**src/rtl/rvsteel_bus_arbiter.sv**
```systemverilog
// rvsteel_bus_arbiter: round-robin arbiter that shares the single manager port
// of rvsteel_bus between NUM_MANAGERS requesters. Exactly one transaction is
// outstanding at a time; the winner's request is latched, issued downstream as
// a one-cycle pulse, and the device response is routed back to the granted
// requester only.
//
// Optional feature: define RVSTEEL_BUS_ARBITER_TIMEOUT_EN to force completion
// (zero read data, timeout_error pulse) after TIMEOUT_CYCLES cycles without a
// downstream response. Without it the arbiter waits indefinitely.
//
// Ports:
//   clock, reset              rising-edge clock, async active-low reset
//   mgr_*  (inputs)           per-requester address/data/strobe/read/write
//   mgr_read_data             shared read data (mirrors bus_read_data)
//   mgr_read/write_response   per-requester completion pulses (combinational)
//   bus_*  (outputs)          latched request towards rvsteel_bus
//   bus_*  (inputs)           downstream read data and completion pulses
//   grant                     one-hot owner of the current transaction
//   timeout_error             pulse on a forced (timeout) completion

module rvsteel_bus_arbiter #(
    parameter int unsigned NUM_MANAGERS   = 2,
    parameter int unsigned TIMEOUT_CYCLES = 255
) (
    input  logic                         clock,
    input  logic                         reset,
    input  logic [NUM_MANAGERS*32-1:0]   mgr_rw_address,
    input  logic [NUM_MANAGERS-1:0]      mgr_read_request,
    input  logic [NUM_MANAGERS-1:0]      mgr_write_request,
    input  logic [NUM_MANAGERS*32-1:0]   mgr_write_data,
    input  logic [NUM_MANAGERS*4-1:0]    mgr_write_strobe,
    output logic [31:0]                  mgr_read_data,
    output logic [NUM_MANAGERS-1:0]      mgr_read_response,
    output logic [NUM_MANAGERS-1:0]      mgr_write_response,
    output logic [31:0]                  bus_rw_address,
    output logic [31:0]                  bus_write_data,
    output logic [3:0]                   bus_write_strobe,
    output logic                         bus_read_request,
    output logic                         bus_write_request,
    input  logic [31:0]                  bus_read_data,
    input  logic                         bus_read_response,
    input  logic                         bus_write_response,
    output logic [NUM_MANAGERS-1:0]      grant,
    output logic                         timeout_error
);

    localparam int unsigned IDX_W = (NUM_MANAGERS > 1) ? $clog2(NUM_MANAGERS) : 1;

    // Reject illegal configurations at elaboration.
    if (NUM_MANAGERS < 2 || NUM_MANAGERS > 8 || TIMEOUT_CYCLES < 1 || TIMEOUT_CYCLES > 255)
    begin : g_bad_params
        $error("rvsteel_bus_arbiter: NUM_MANAGERS must be 2..8, TIMEOUT_CYCLES 1..255");
    end

    typedef enum logic [1:0] {
        IDLE  = 2'd0,
        ISSUE = 2'd1,
        WAIT  = 2'd2
    } state_t;

    state_t                    state;
    logic [IDX_W-1:0]          last_grant;
    logic                      is_write;
    logic [NUM_MANAGERS-1:0]   pending;
    logic                      found;
    logic [IDX_W-1:0]          win;
    logic [IDX_W-1:0]          cand;
    logic                      match;
    logic                      timeout_hit;
    logic                      complete;

    assign pending = mgr_read_request | mgr_write_request;

    // Round-robin search starting just after the last granted requester.
    always_comb begin
        found = 1'b0;
        win   = '0;
        cand  = '0;
        for (int k = 1; k <= int'(NUM_MANAGERS); k++) begin
            cand = IDX_W'((int'(last_grant) + k) % int'(NUM_MANAGERS));
            if (!found && pending[cand]) begin
                found = 1'b1;
                win   = cand;
            end
        end
    end

    // Only a response of the latched type counts, and never while idle.
    always_comb begin
        match = 1'b0;
        if (state != IDLE) begin
            match = is_write ? bus_write_response : bus_read_response;
        end
    end

`ifdef RVSTEEL_BUS_ARBITER_TIMEOUT_EN
    logic [7:0] tmo_count;

    // A real response in the same cycle wins over the timeout.
    assign timeout_hit = (state != IDLE) && !match && (tmo_count == 8'(TIMEOUT_CYCLES));
`else
    assign timeout_hit = 1'b0;
`endif

    assign complete = match | timeout_hit;

    // Completion routing: only the granted requester ever sees a pulse.
    assign mgr_read_response  = {NUM_MANAGERS{complete & ~is_write}} & grant;
    assign mgr_write_response = {NUM_MANAGERS{complete &  is_write}} & grant;
    assign mgr_read_data      = timeout_hit ? 32'h0 : bus_read_data;
    assign timeout_error      = timeout_hit;

    // Arbitration FSM with registered grant and downstream request.
    always_ff @(posedge clock or negedge reset) begin
        if (!reset) begin
            state             <= IDLE;
            last_grant        <= IDX_W'(NUM_MANAGERS - 1);
            is_write          <= 1'b0;
            grant             <= '0;
            bus_rw_address    <= '0;
            bus_write_data    <= '0;
            bus_write_strobe  <= '0;
            bus_read_request  <= 1'b0;
            bus_write_request <= 1'b0;
`ifdef RVSTEEL_BUS_ARBITER_TIMEOUT_EN
            tmo_count         <= '0;
`endif
        end else begin
            bus_read_request  <= 1'b0;
            bus_write_request <= 1'b0;
            case (state)
                IDLE: begin
                    if (found) begin
                        // Write wins over a simultaneous read from the same requester.
                        is_write          <= mgr_write_request[win];
                        bus_write_request <= mgr_write_request[win];
                        bus_read_request  <= ~mgr_write_request[win];
                        grant             <= NUM_MANAGERS'(1) << win;
                        last_grant        <= win;
                        bus_rw_address    <= mgr_rw_address[int'(win)*32 +: 32];
                        bus_write_data    <= mgr_write_data[int'(win)*32 +: 32];
                        bus_write_strobe  <= mgr_write_strobe[int'(win)*4 +: 4];
                        state             <= ISSUE;
`ifdef RVSTEEL_BUS_ARBITER_TIMEOUT_EN
                        tmo_count         <= '0;
`endif
                    end
                end
                ISSUE, WAIT: begin
                    if (complete) begin
                        grant <= '0;
                        state <= IDLE;
                    end else begin
                        state <= WAIT;
`ifdef RVSTEEL_BUS_ARBITER_TIMEOUT_EN
                        tmo_count <= tmo_count + 8'd1;
`endif
                    end
                end
                default: begin
                    grant <= '0;
                    state <= IDLE;
                end
            endcase
        end
    end

endmodule

```
**config.mk**
```make
export PLATFORM = sky130hd
export DESIGN_NAME = rvsteel_bus_arbiter
export DESIGN_NICKNAME = d
export VERILOG_FILES = /design/src/rtl/rvsteel_bus_arbiter.sv
export SDC_FILE = /design/constraint.sdc
export NUM_CORES = 1
export LEC_CHECK = 0
export ABC_AREA = 0
export CORE_MARGIN = 3
export CORE_UTILIZATION = 25
export DETAILED_ROUTE_END_ITERATION = 7
export GPL_TIMING_DRIVEN = 1
export PLACE_DENSITY = 0.74
export REMOVE_ABC_BUFFERS = 1
export SYNTH_ARGS = -nofsm -noshare
export SYNTH_HDL_FRONTEND = slang
export SYNTH_SLANG_ARGS = --single-unit
```
**constraint.sdc**
```tcl
create_clock -name clock -period 4.2 [get_ports clock]
set_clock_uncertainty 0.2 [all_clocks]
set_input_delay 0.42 -clock clock [delete_from_list [all_inputs] [get_ports clock]]
set_output_delay 0.42 -clock clock [all_outputs]
set_load 0.1 [all_outputs]
```
# --- Word-level counts from Yosys, hierarchy flattened ---
# Cells that the tools add are included.
word_totals:
  memories: 0
  in_bits: 176
  out_inout_bits: 109
  regBits: 76
  romBits: 0
  ram_bits: 0
  elab_cells: 58
  latch_bits: 0
op_classes:
  shift: 4
  mux: 22
  n_reduce_logical: 7
  add_sub_neg: 2
  eq_ne: 4
  n_lt_le_gt_ge: 3
  div: 0
  n_mul: 0
  bitwise_logic: 7
ops:
  columns: ["op", "count"]
  rows:
  - ["$shiftx A64 B7 Y32", 2]
  - ["$mux W1", 16]
  - ["$mux W2", 4]
  - ["$pmux W2 S2", 2]
  - ["$shiftx A8 B4 Y4", 1]
  - ["$lt A1 B2 Y1 const B", 3]
  - ["$and A2 B2 Y2", 2]
  - ["$ne A2 B2 Y1 const B", 2]
  - ["$reduce_and A2 Y1", 2]
  - ["$add A1 B1 Y1 const B", 2]
  - ["$and A1 B1 Y1", 2]
  - ["$eq A2 B1 Y1 const B", 1]
  - ["$eq A2 B2 Y1 const B", 1]
  - ["$logic_not A2 Y1", 1]
  - ["$not A1 Y1", 2]
  - ["$or A2 B2 Y2", 1]
  - ["$reduce_bool A2 Y1", 1]
  - ["$reduce_or A2 Y1", 1]
  - ["$shl A1 B1 Y2 const A", 1]
  - ["$logic_and A1 B1 Y1", 1]
  - ["$logic_not A1 Y1", 1]

# --- Depth between registers and ports, before layout ---
# Gate-level depths: netlist (run 1).
logic_depth:
  depth_word: 12
  mapped_depth: 8

# --- Worst setup path before layout (run 1) ---
# Ideal clock, no wire load.
synth_timing:
  path_type: "register to output"
  startpoint: "reg grant[0]"
  endpoint: "out mgr_read_response[0]"
  setup_slack_ps: -376
  path_stages_with_launch: 2
  arrival_time_ps: 3956
  n_path_buf: 0
  cell_sequence: "dfrtp_1 -> nor4bb_1"
synth_via:
  elab_chain_len: 1
synth_rtl:
  columns: ["item", "line_no", "source"]
  rows:
  - ["from (decl)", "43", "output logic [NUM_MANAGERS-1:0] grant,"]
  - ["from (signal assigned)", "138", "grant <= NUM_MANAGERS'(1) << win;"]
  - ["$and A2 B2 Y2", "108", "assign mgr_read_response = {NUM_MANAGERS{complete & ~is_write}} & grant;"]
  - ["to (decl)", "33", "output logic [NUM_MANAGERS-1:0] mgr_read_response,"]
# Every way passes these cells.

# --- Worst setup path after layout (run 1) ---
layout_timing:
  startpoint: "reg state[0]"
  endpoint: "out mgr_read_response[1]"
layout_via:
  elab_chain_len: 4
layout_rtl:
  columns: ["item", "line_no", "source"]
  rows:
  - ["from (decl)", "61", "state_t state;"]
  - ["from (signal assigned)", "116", "state <= IDLE;"]
  - ["from (signal assigned)", "143", "state <= ISSUE;"]
  - ["from (signal assigned)", "152", "state <= IDLE;"]
  - ["$reduce_bool A2 Y1", "91", "if (state != IDLE) begin"]
  - ["$mux W1", "91", null]
  - ["$and A1 B1 Y1", "108", null]
  - ["$and A2 B2 Y2", "108", null]
# Every way passes these cells.

==> flow_summary_export.csv, run 1 <==
group,metric,value,unit
routing,vias_per_cell,5.124,
routing,wl_per_cell,19.57,um
routing,ant_nets,0,
logic_synthesis,synthFlopType,"dfrtp_1",
clock_tree,htreeDepth,3,
timing,rsz0062_at_grt,"false",
placement,portBuffers,219,
timing,relSlewSlack,25.97,%
finish,fin_nets,669,
logic_synthesis,async_flop_share,100.0,%
logic_synthesis,synth-seq-cells,76,
logic_synthesis,synth_edf_count,0,
placement,place.detailed.hpwl,9.740,mm
setup_path,critPathCaptureType,"primary output",
routing,wl_met3,1.561,mm
setup_path,worstPathMaxFanout,12,
flow_run,drv_cap,0,
floorplan,die_area,0.01663,mm^2
routing,top_layer,"met4",
logic_synthesis,avgSynthCellArea,11.81,um^2
timing,hold-worst-slack,0.02872,ns
timing,hold_viol_final,0,
grt,antenna_found_initial,0,
logic_synthesis,syn_area,0.003780,mm^2
clock_tree,clk_latency,0.33,ns
routing,vias,3479,
floorplan,initial_core_util,25.81,%
clock_tree,cts_setup_buffers,0,
logic_synthesis,ys_warn_count,0,
grt,grtUsageTotal,16.04,%
clock_tree,cts_resized,0,
hold_path,hold_path.class,"input port to asynchronous set/reset pin",
grt,grt_max_degree,77,
setup_path,worst_ep_arrival_time,2.62,ns
finish,n_antenna_cell,0,
floorplan,die_h,129.0,um
logic_synthesis,synth_cell_types,32,
timing,finalSetupViolations,0,
setup_path,startpoint_type,"register",
finish,design_area,0.006105,mm^2
clock_tree,cts_tree,"built",
floorplan,io_pins,285,
routing,drt_wl_total,13.29,mm
grt,overflow,0,
routing,wl_met1,5.658,mm
routing,drt-pass1-iter-count,4,
placement,dpl_cell_area,0.005793,mm^2
logic_synthesis,seq_area_frac_synth,50.35,%
routing,first_iter_violations,152,
clock_tree,cts_sinks,76,
timing,maxSlewViolCount,0,
logic_synthesis,netlist_instances,320,
timing,fin_crit_sh,77.16,%
floorplan,coreArea,0.01464,mm^2
timing,worst_pin_slew,1.107,ns
routing,drcViolationCount,0,
routing,met2_length,5.901,mm
timing,finalCriticalPeriod,3.241,ns
placement,finalWeightedCongestion,0.7291,
setup_path,reg2reg_slack,1.65,ns
finish,syn2layout_area_growth,61.50,%
grt,grt_pass1_wl,20.24,mm
clock_tree,cts.reportedPaths.clkPinSlew,0.06,ns
setup_path,crit_type,"register to primary output",
clock_tree,ctsHoldBuffers,0,
status,status,"finished, final reports clean",
floorplan,dieWidth,129.0,um
clock_tree,cts_buffer_depth,2,
floorplan,rows,44,
timing,fmax,0.3086,GHz
clock_tree,root_buffer,"clkbuf_16",
finish,drive_gt1_share,5.657,%
grt,grt_pass1_vias,3680,
clock_tree,cts_made_buffers,9,
finish,finish.utilization,41.69,%
setup_path,cp.required,3.58,ns
final cells by class:
class / count / area (um^2)
Inverter: 3 / 11.26
Fill cell: 1355 / 8539
Clock inverter: 3 / 45.04
Tap cell: 184 / 230.2
Timing Repair Buffer: 224 / 2225
Sequential cell: 76 / 1903
Clock buffer: 12 / 266.5
Multi-Input combinational cell: 177 / 1424
path summary, 6_finish.rpt:
| kind | start | end | depth (start not counted) |
|---|---|---|---|
| min reg2reg | bus_rw_address[3] | bus_rw_address[3] | 1 |
| min | reset | bus_rw_address[2] | 1 |
| max in group asynchronous | reset | bus_rw_address[5] | 1 |
| min in group clock | bus_rw_address[3] | bus_rw_address[3] | 1 |
| max | state[0] | mgr_read_response[1] | 4 |
| max reg2reg | state[0] | bus_rw_address[26] | 5 |
critical path: stages, from the launching register on:
cell	delay, ns
dfrtp_1	0.35
inv_1	0.06
ha_1	0.36
nor4bb_1	0.34
clkdlybuf4s50_1	1.18
through the flow:
| stage | setup slack, ns | setup TNS, ns | instances |
|---|---|---|---|
| global placement | 1.229 | 0 | 664 |
| finish | 0.9593 | 0 | 679 |
| global route | 0.8365 | 0 | 679 |
| CTS | 0.9189 | 0 | 679 |
| floorplan | -0.3763 | -0.7525 | 256 |
| detailed placement | 1.157 | 0 | 664 |
flip-flops by register name (all words and copies together) (netlist names):
signal / flops
bus_read_request: 1
bus_rw_address: 32
bus_write_data: 32
grant: 2
is_write: 1
bus_write_strobe: 4
bus_write_request: 1
state: 2
last_grant: 1
cells by family after synthesis:
logic type / Yosys count / synth area share, %
buffers and inverters: 67 / 12.41
DFF: 76 / 50.35
and+or+nand+nor: 89 / 14.73
muxes: 1 / 0.2648
adders and majority gates: 2 / 0.6619
other: 1 / 0.09921
AOI/OAI and AO/OA: 84 / 21.48
cells in the final DEF (no fill, tap or decap), drive strengths merged:
master / count
bufinv: 1
buf: 7
clkinvlp: 2
nand2: 3
nor2: 1
a21oi: 3
clkdlybuf4s50: 217
a221o: 68
clkbuf: 12
or3b: 1
nand3b: 2
nor4bb: 2
nor3b: 2
conb: 1
nor4: 1
o21ai: 2
o41ai: 1
a21boi: 2
dfstp: 1
and3: 68
a21o: 1
o21a: 3
o211ai: 2
nand2b: 1
inv: 3
o21bai: 2
or2b: 1
mux2i: 1
nor2b: 2
dfrtp: 75
ha: 2
nand3: 5
layer usage:
layer / GRT usage [%] / vias to the layer above
met5: 1.471 / -
met4: 5.683 / 0
met3: 8.219 / 10
met2: 23.96 / 205
met1: 19.83 / 1701
li1: - / 1563
cells in the mapped netlist (2+ instances only):
cell type  number  area share (%)
ha_1            2            0.66
a221o_1        68              18
and3_1         68              11
nand3_1         5            0.66
nor4bb_1        2            0.53
buf_2           3            0.40
buf_6          12             3.6
nand3b_1        2            0.40
a21boi_0        2            0.40
o21ai_0         2            0.26
nand2_1         3            0.30
nor2b_1         2            0.33
nor3b_1         2            0.40
dfrtp_1        75              50
inv_1           3            0.30
buf_4          33             6.6
a21oi_1         3            0.40
o211ai_1        2            0.40
clkbuf_1       16             1.6
o21a_1          3            0.60
Power of run 1 is not shown: default switching activity piles up to over one toggle a cycle in this logic, so the estimate is an artifact.
==> run 2, diff against run 1 <==
==> constraint.sdc (replaced) <==
create_clock -name clock -period 3.2 [get_ports clock]
set_clock_uncertainty 0.2 [all_clocks]
set_input_delay 0.32 -clock clock [delete_from_list [all_inputs] [get_ports clock]]
set_output_delay 0.32 -clock clock [all_outputs]
set_load 0.1 [all_outputs]
==> flow_summary_export.csv, run 2 (same netlist as run 1, synthesis figures left out) <==
group,metric,value,unit
finish,design_area,0.005947,mm^2
floorplan,coreArea,0.01464,mm^2
finish,drive_gt1_share,20.52,%
placement,portBuffers,219,
setup_path,startpoint_type,"register",
clock_tree,cts_setup_buffers,0,
routing,drt_wl_total,13.14,mm
timing,hold_viol_final,0,
routing,vias_per_cell,5.040,
routing,ant_nets,0,
timing,finalSetupViolations,0,
finish,instances_no_fill,681,
clock_tree,cts.reportedPaths.clkPinSlew,0.06,ns
clock_tree,cts_buffer_depth,2,
routing,drt-pass1-iter-count,4,
timing,maxSlewViolCount,0,
hold_path,hold_path.class,"register to register",
grt,grt_pass1_wl,19.42,mm
placement,finalWeightedCongestion,0.7611,
finish,n_antenna_cell,0,
finish,fill_cells,1385,
floorplan,die_h,129.0,um
grt,grt_max_degree,77,
finish,fin_nets,670,
setup_path,cp.required,3.28,ns
status,status,"finished, final reports clean",
floorplan,die_area,0.01663,mm^2
finish,final_cell_mix,"142 x clkdlybuf4s50_1, 81 x buf_4, 75 x dfrtp_1, 68 x and3_1, 68 x a221o_1",
grt,antenna_found_initial,0,
floorplan,initial_core_util,25.81,%
timing,worst_pin_slew,0.9776,ns
setup_path,reg2reg_slack,0.73,ns
grt,overflow,0,
routing,drcViolationCount,0,
placement,dpl_cell_area,0.005618,mm^2
setup_path,r2r-start,"state[0]",
clock_tree,htreeDepth,3,
finish,top_regs,"bus_rw_address: 32 flops, bus_write_data: 32 flops, bus_write_strobe: 4 flops",
grt,grt-busiest-layer,"met2",
finish,seqCellArea,0.001903,mm^2
routing,first_iter_violations,154,
finish,syn2layout_area_growth,57.33,%
setup_path,critPathCaptureType,"register",
floorplan,io_pins,285,
clock_tree,cts_sinks,76,
clock_tree,root_buffer,"clkbuf_16",
setup_path,worstPathMaxFanout,43,
grt,grt_use_met3,8.842,%
grt,grtUsageTotal,15.33,%
timing,rsz0062_at_grt,"false",
finish,final_common_cell,"clkdlybuf4s50_1",
routing,vias,3432,
clock_tree,cts_tree,"built",
timing,fin_crit_sh,77.05,%
setup_path,crit_type,"register to register",
grt,grt_use_met2,22.80,%
hold_path,min_from,"bus_rw_address[12]",
placement,dp.cells,664,
setup_path,cp-startpoint,"state[0]",
finish,finish.utilization,40.61,%
finish,multi_input_area,0.001424,mm^2
grt,grt_pass1_vias,3577,
timing,fmax,0.4056,GHz
clock_tree,clk_latency,0.33,ns
flow_run,drv_cap,0,
routing,wl_per_cell,19.30,um
grt,met1_usage,18.81,%
floorplan,rows,44,
timing,relSlewSlack,34.83,%
floorplan,dieWidth,129.0,um
setup_path,worst_ep_arrival_time,2.54,ns
clock_tree,cts_made_buffers,9,
placement,place.detailed.hpwl,9.635,mm
timing,finalCriticalPeriod,2.466,ns
## run 2: worst paths after layout
path | endpoint | cells after the start
max | bus_rw_address[12] | 6
min | bus_rw_address[12] | 1
max reg2reg | bus_rw_address[12] | 6
min reg2reg | bus_rw_address[12] | 1
max in group asynchronous | bus_rw_address[18] | 2
min in group asynchronous | bus_read_request | 2
## run 2: final cells by class
type | count | share of cell area [%]
Tap cell | 184 | 3.871
Inverter | 3 | 0.1894
Multi-Input combinational cell | 177 | 23.94
Clock inverter | 4 | 1.220
Timing Repair Buffer | 225 | 34.63
Sequential cell | 76 | 32.00
Clock buffer | 12 | 4.145
## run 2: routing by layer
layer | wire [um] | vias to the layer above
li1 | - | 1558
met1 | 5596 | 1644
met2 | 5678 | 217
met3 | 1701 | 13
met4 | 165 | 0
met5 | 0 | -
## run 2: per-stage QoR
stage	setup slack, ns	TNS (ns)	hold slack [ns]
2_1_floorplan	-1.276	-52.94	-0.1756
3_3_place_gp	0.7056	0	0.2974
3_5_place_dp	0.6351	0	0.3018
4_1_cts	0.7240	0	0.3171
5_1_grt	0.5227	0	0.3303
6_report	0.7344	0	0.3160
## run 2: what timing repair did
action | CTS | global route
gates resized for setup | 0 | 0
endpoints found under the hold margin | 75 | 0
hold buffers | 1 | 0
endpoints found under the setup margin | 0 | 0
## run 2: critical path, cell delays in order (launching register included)
cell,delay [ns]
dfrtp_1,0.38
inv_1,0.08
ha_1,0.45
o21a_2,0.54
buf_4,0.42
and3_1,0.21
a221o_1,0.10
Power of run 2 is left out for the same reason.
